$ cat src/rtl/store_merge.sv
// Store narrowing unit: merges a byte/half/word store into the addressed lanes of a word-only memory.
// Word stores write directly; sub-word stores read-modify-write.
module store_merge (
  input  logic        clk,
  input  logic        rst_n,
  input  logic        req_valid,
  output logic        req_ready,
  input  logic [31:0] req_addr,
  input  logic [31:0] req_data,
  input  logic [1:0]  req_size,
  output logic [31:0] mem_addr,
  output logic        mem_rd,
  input  logic [31:0] mem_rdata,
  input  logic        mem_rvalid,
  output logic        mem_wr,
  output logic [31:0] mem_wdata,
  input  logic        mem_wack,
  output logic        done,
  output logic        misalign
);

  typedef enum logic [1:0] {IDLE = 2'd0, READ = 2'd1, WRITE = 2'd2} state_t;

  localparam logic [1:0] SZ_BYTE = 2'b00;
  localparam logic [1:0] SZ_HALF = 2'b01;
  localparam logic [1:0] SZ_WORD = 2'b10;

  state_t      state, state_nx;
  logic [1:0]  lane, lane_nx;
  logic [1:0]  size, size_nx;
  logic [15:0] data, data_nx;
  logic [31:0] addr_nx, wdata_nx, merged;
  logic        done_nx, misalign_nx;
  logic        accept, illegal;

  assign req_ready = rst_n && (state == IDLE);
  assign accept    = req_valid && req_ready;

  always_comb begin
    illegal = 1'b0;
    case (req_size)
      SZ_BYTE: illegal = 1'b0;
      SZ_HALF: illegal = req_addr[0];
      SZ_WORD: illegal = |req_addr[1:0];
      default: illegal = 1'b1;
    endcase
  end

  // Only the low half of the store data is kept: word stores bypass it into mem_wdata.
  always_comb begin
    merged = mem_rdata;
    if (size == SZ_HALF) begin
      if (lane[1]) merged[31:16] = data;
      else         merged[15:0]  = data;
    end else begin
      merged[{lane, 3'b000} +: 8] = data[7:0];
    end
  end

  always_ff @(posedge clk) begin
    if (!rst_n) begin
      state     <= IDLE;
      mem_addr  <= '0;
      mem_wdata <= '0;
      mem_rd    <= 1'b0;
      mem_wr    <= 1'b0;
      done      <= 1'b0;
      misalign  <= 1'b0;
      lane      <= '0;
      size      <= '0;
      data      <= '0;
    end else begin
      state     <= state_nx;
      mem_addr  <= addr_nx;
      mem_wdata <= wdata_nx;
      mem_rd    <= (state_nx == READ);
      mem_wr    <= (state_nx == WRITE);
      done      <= done_nx;
      misalign  <= misalign_nx;
      lane      <= lane_nx;
      size      <= size_nx;
      data      <= data_nx;
    end
  end

  always_comb begin
    state_nx = state;
    case (state)
      IDLE:    if (accept && !illegal) state_nx = (req_size == SZ_WORD) ? WRITE : READ;
      READ:    if (mem_rvalid) state_nx = WRITE;
      WRITE:   if (mem_wack) state_nx = IDLE;
      default: state_nx = IDLE;
    endcase
  end

  always_comb begin
    addr_nx     = mem_addr;
    wdata_nx    = mem_wdata;
    lane_nx     = lane;
    size_nx     = size;
    data_nx     = data;
    done_nx     = 1'b0;
    misalign_nx = 1'b0;
    case (state)
      IDLE: begin
        if (accept) begin
          addr_nx     = {req_addr[31:2], 2'b00};
          lane_nx     = req_addr[1:0];
          size_nx     = req_size;
          data_nx     = req_data[15:0];
          misalign_nx = illegal;
          if (!illegal && req_size == SZ_WORD) wdata_nx = req_data;
        end
      end
      READ:    if (mem_rvalid) wdata_nx = merged;
      WRITE:   done_nx = mem_wack;
      default: ;
    endcase
  end

endmodule

$ cat config.mk
export PLATFORM = sky130hd
export DESIGN_NAME = store_merge
export DESIGN_NICKNAME = d
export VERILOG_FILES = /design/src/rtl/store_merge.sv
export SDC_FILE = /design/constraint.sdc
export NUM_CORES = 1
export LEC_CHECK = 0
export ABC_AREA = 0
export CORE_UTILIZATION = 44
export DETAILED_ROUTE_END_ITERATION = 12
export PLACE_DENSITY = 0.83
export SLEW_MARGIN = 20
export SYNTH_ARGS = -nofsm -noshare
export SYNTH_HDL_FRONTEND = slang
export SYNTH_SLANG_ARGS = --single-unit
$ cat constraint.sdc
create_clock -name clk -period 2.95 [get_ports clk]
set_input_delay 0.4425 -clock clk [delete_from_list [all_inputs] [get_ports clk]]
set_output_delay 0.4425 -clock clk [all_outputs]
set_load 0.1 [all_outputs]
## Word level (Yosys, flattened, before mapping)

Cells that the tools add are included.

| cells by class | value |
|---|---|
| add/subtract/negate cells | 1 |
| multipliers | 0 |
| div/mod/pow operators | 0 |
| $lt $le $gt $ge | 0 |
| equal/unequal tests | 10 |
| shifts and indexed selects | 2 |
| muxes and demuxes | 14 |
| bitwise operators | 0 |
| reduce and logical (&&, ||, !) cells | 13 |

Operators with widths:

| kind | count |
|---|---|
| $mux W32 | 4 |
| $pmux W32 S2 | 1 |
| $bwmux W32 | 1 |
| $mux W16 | 2 |
| $shift A8 B7 Y32 const A | 1 |
| $shiftx A8 B7 Y32 | 1 |
| $eq A2 B1 Y1 const B | 4 |
| $mux W2 | 4 |
| $neg A5 Y7 | 1 |
| $eq A2 B2 Y1 const B | 3 |
| $pmux W2 S3 | 1 |
| $logic_and A1 B1 Y1 | 4 |
| $logic_not A2 Y1 | 2 |
| $ne A2 B2 Y1 const B | 2 |
| $reduce_and A2 Y1 | 2 |
| $reduce_and A4 Y1 | 1 |
| $pmux W1 S3 | 1 |
| $reduce_and A3 Y1 | 1 |
| $ne A2 B1 Y1 const B | 1 |
| $reduce_bool A2 Y1 | 1 |
| $reduce_or A2 Y1 | 1 |
| $logic_not A1 Y1 | 1 |

| storage, ports and cells | value |
|---|---|
| register bits | 88 |
| latch bits | 0 |
| RAM bits | 0 |
| ROM bits | 0 |
| input port bits | 103 |
| logic and storage cells | 50 |
| memories kept | 0 |

## Depth between registers and ports, before layout

| logic depth | value |
|---|---|
| depth after elaboration | 7 |
| gate-level depth with buffers | 9 |
| depth with buffers taken out | 6 |

## Least setup slack after synthesis

No wires, ideal clock.

| timing path | value |
|---|---|
| path type | input port to output port |
| start point | in rst_n |
| end point | out req_ready |
| arrival time | 3.362 ns |
| slack | -0.855 ns |
| stages on the path | 4 |
| buffers on the path | 3 |
| path through | buf_2 > clkbuf_1 > clkbuf_1 > nor3b_1 |

| between the ends | value |
|---|---|
| longest elaborated chain between the ends | 1 |

RTL lines:

| what | RTL line | source |
|---|---|---|
| from (decl) | 5 | `input logic rst_n,` |
| $logic_and A1 B1 Y1 | 36 | `assign req_ready = rst_n && (state == IDLE);` |
| to (decl) | 7 | `output logic req_ready,` |

Every way passes these cells.

## Worst setup path after layout

| timing path | value |
|---|---|
| start point | reg lane[1] |
| end point | reg mem_wdata[20] |

| between the ends | value |
|---|---|
| longest elaborated chain between the ends | 6 |

RTL lines:

| what | RTL line | source |
|---|---|---|
| from (decl) | 29 | `logic [1:0] lane, lane_nx;` |
| from (signal assigned) | 80 | `lane <= lane_nx;` |
| $neg A5 Y7 | 56 | `merged[{lane, 3'b000} +: 8] = data[7:0];` |
| $shiftx A8 B7 Y32 or $shift A8 B7 Y32 (tied branches) | 56 |  |
| $bwmux W32 | 56 |  |
| $mux W32 * | 52 | `if (size == SZ_HALF) begin` |
| $mux W32 * | 115 | `READ: if (mem_rvalid) wdata_nx = merged;` |
| $pmux W32 S2 * | 104 | `case (state)` |
| to (signal assigned) | 75 | `mem_wdata <= wdata_nx;` |
| to (decl) | 16 | `output logic [31:0] mem_wdata,` |

Every way passes the cells marked *; elsewhere a longest branch is shown, timed or not. The select of a mux whose other input is x is not followed.
A chain may end at the register's enable or synchronous reset.

==> flow_summary.yaml <==
worst_setup_path:
  end_kind: "register"
  critPathRequiredTime_ps: 3220
  cp-start-kind: "register"
  critPathKind: "register to register"
  cp.arrival_ps: 2610
  crit_fanout: 10
timing:
  hold_viol: 0
  rsz0062_at_grt: "false"
  max_freq_ghz: 0.427
  fin_hold_ws_ps: 462
  report.final.slew_viol_count: 0
  min_period_over_period_pct: 79.4
  relSlewSlack_pct: 42.0
  worst_pin_slew_ps: 870
  setup_tns_ps: 0
  worst_clock_skew_ps: 17.9
  min_period_ps: 2340
  finalSetupViolations: 0
global_routing:
  grt_pass1_wl_mm: 21.9
  grt_antenna_before_repair: 0
  grtUsageTotal_pct: 27.0
  overflow: 0
  grt_pass1_vias: 4369
  grt_max_degree: 56
floorplanning:
  row_count: 36
  initial_core_util_pct: 45.7
  die_area_mm2: 0.0106
  coreArea_mm2: 0.00986
  ios: 172
  die-width_um: 103
  die_h_um: 103
route:
  first_iter_violations: 260
  postRouteWirelength_mm: 14.4
  ant_nets: 0
  drcViolationCount: 0
  viasPerCell: 5.74
  num_vias: 4676
  drtPass1Iterations: 5
  wl_per_cell_um: 17.6
synthesis:
  synth_mux_area_share_pct: 6.03
  ys_ff_latch: 88
  synthCells: 537
  synthFlopType: "dfxtp_1"
  synth_area_leader_cell: "dfxtp_1"
  yosysWarnings: 0
  synth-simple-area-share_pct: 15.9
  synthDistinctLibCells: 32
  synth_most_common_cell: "nand2_1"
  async_reset_ff_share_pct: 0
  netlist.area_leader.share_pct: 39.1
  synth_area_per_cell_um2: 8.39
  synth-xor-area-share_pct: 0
  synth_edf_count: 0
  synth_commonest_cells: "100 x nand2_1, 88 x dfxtp_1, 54 x a21oi_1, 52 x o21ai_0, 37 x clkbuf_1"
  synth_top_family_by_area: "compound AO/OA/AOI/OAI gates"
  synth_area_leaders: "dfxtp_1 39%, nand2_1 8.3%, a21oi_1 6.0%, mux2i_1 5.8%, o21ai_0 5.8%"
  yosysSeqAreaShare_pct: 39.1
  syn-cell-area_mm2: 0.00450
  synth_compound_area_share_pct: 31.3
  synthAdderAreaFrac_pct: 1.39
cells_and_area:
  nFillCells: 816
  fin_area_mm2: 0.00628
  drive_above_1_share_pct: 15.7
  areaGrowthSynthToFinish_pct: 39.5
  antenna_cells: 0
  fin_cells: 814
  final_nets: 784
run:
  max-cap-violations: 0
pwr:
  ir_drop_v: 0.000251
  p_leak_uw: 0.00246
  p_per_area_mw_per_mm2: 519
clock_network:
  clock-sinks: 88
  cts_max_path_buffers: 2
  ctsResizeCount: 0
  root_buffer: "clkbuf_8"
  ctsHoldBuffers: 0
  clk_latency_ps: 370
  cts_htree_levels: 3
  cts_buffers: 9
  postCtsSetupBuffers: 0
  cts_tree: "built"
  clkTransAtPathRegs_ps: 100
placed_design:
  place_congestion: 0.836
  placed_cells: 798
  portBuffers: 169
  dpl.hpwl_mm: 9.87
  place_area_mm2: 0.00605
min_path:
  hp-class: "register to register"
status:
  outcome: "complete, no violations"
## registers in the layout (all words and copies together), names as in the netlist
register and cells:
data 16, state 2, mem_addr 30, lane 2
size 2, mem_wr 1, mem_rd 1, mem_wdata 32
done 1, misalign 1
## placed cells by master (no fill, tap or decap), drive strengths merged, types with 3 or more instances in the layout
cell and instances:
clkbuf 10, nand2 100, mux2i 26, nor2 11
a221oi 7, a21oi 54, a22oi 26, a221o 25
o41ai 7, inv 10, dfxtp 88, ha 5
o21ai 52, buf 79, o211ai 32, nand2b 27
clkdlybuf4s50 101, nor4bb 3, nor2b 4
## per-layer routing
metal	track usage, %	vias to the layer above	part of all wire [%]
met3	8.60	24	11
li1	-	2230	-
met5	0	-	0
met1	34.2	2164	41
met4	11.2	0	2.5
met2	42.5	258	45
## worst paths after layout
| path | start | end | slack (ps) | cells past startpoint |
|---|---|---|---|---|
| max | lane[1]$_SDFFE_PN0P_ | mem_wdata[20]$_SDFFE_PN0P_ | 610 | 6 |
| min | mem_addr[30]$_SDFFE_PN0P_ | mem_addr[30]$_SDFFE_PN0P_ | 460 | 2 |
| max reg2reg | lane[1]$_SDFFE_PN0P_ | mem_wdata[20]$_SDFFE_PN0P_ | 610 | 6 |
| min reg2reg | mem_addr[30]$_SDFFE_PN0P_ | mem_addr[30]$_SDFFE_PN0P_ | 460 | 2 |
## through the flow
stage	power [µW]	setup slack (ps)	util [%]
final	3260	608	63.7
after global routing	3380	340	63.7
after CTS	3270	628	63.7
after detailed placement	2290	584	61.3
after global placement	2270	652	61.3
after floorplan	1980	127	-
## cell families (layout without fill, tap and decap cells)
family / Yosys count / count (layout)
other cells: 1 / 2
fa+ha+maj: 5 / 5
flops: 88 / 88
buf+inv: 60 / 203
compound gates: 206 / 206
mux: 27 / 27
simple gates: 150 / 150
## layout make-up
type	instances	area (µm²)	share of cell area (%)
clock buffer	10	138	2.19
clock inverter	6	97.6	1.55
inverter	7	26.3	0.418
multi-input combinational	390	2480	39.5
sequential	88	1760	28.0
tap	133	166	2.65
timing repair buffer	180	1610	25.7
## critical path: stages, from the launching register on
cell and delay (ps):
dfxtp_1 560, inv_1 150, ha_1 360, nor4bb_1 370, mux2_2 310, a221oi_1 140, o41ai_2 370
## where the power goes
| part | total [µW] | leakage [µW] | internal (µW) | switching [µW] |
|---|---|---|---|---|
| clock | 993 | 0.000119 | 514 | 478 |
| sequential | 1330 | 0.000721 | 1260 | 67.1 |
| combinational | 942 | 0.00162 | 321 | 622 |
(Power assumes the default switching activity.)
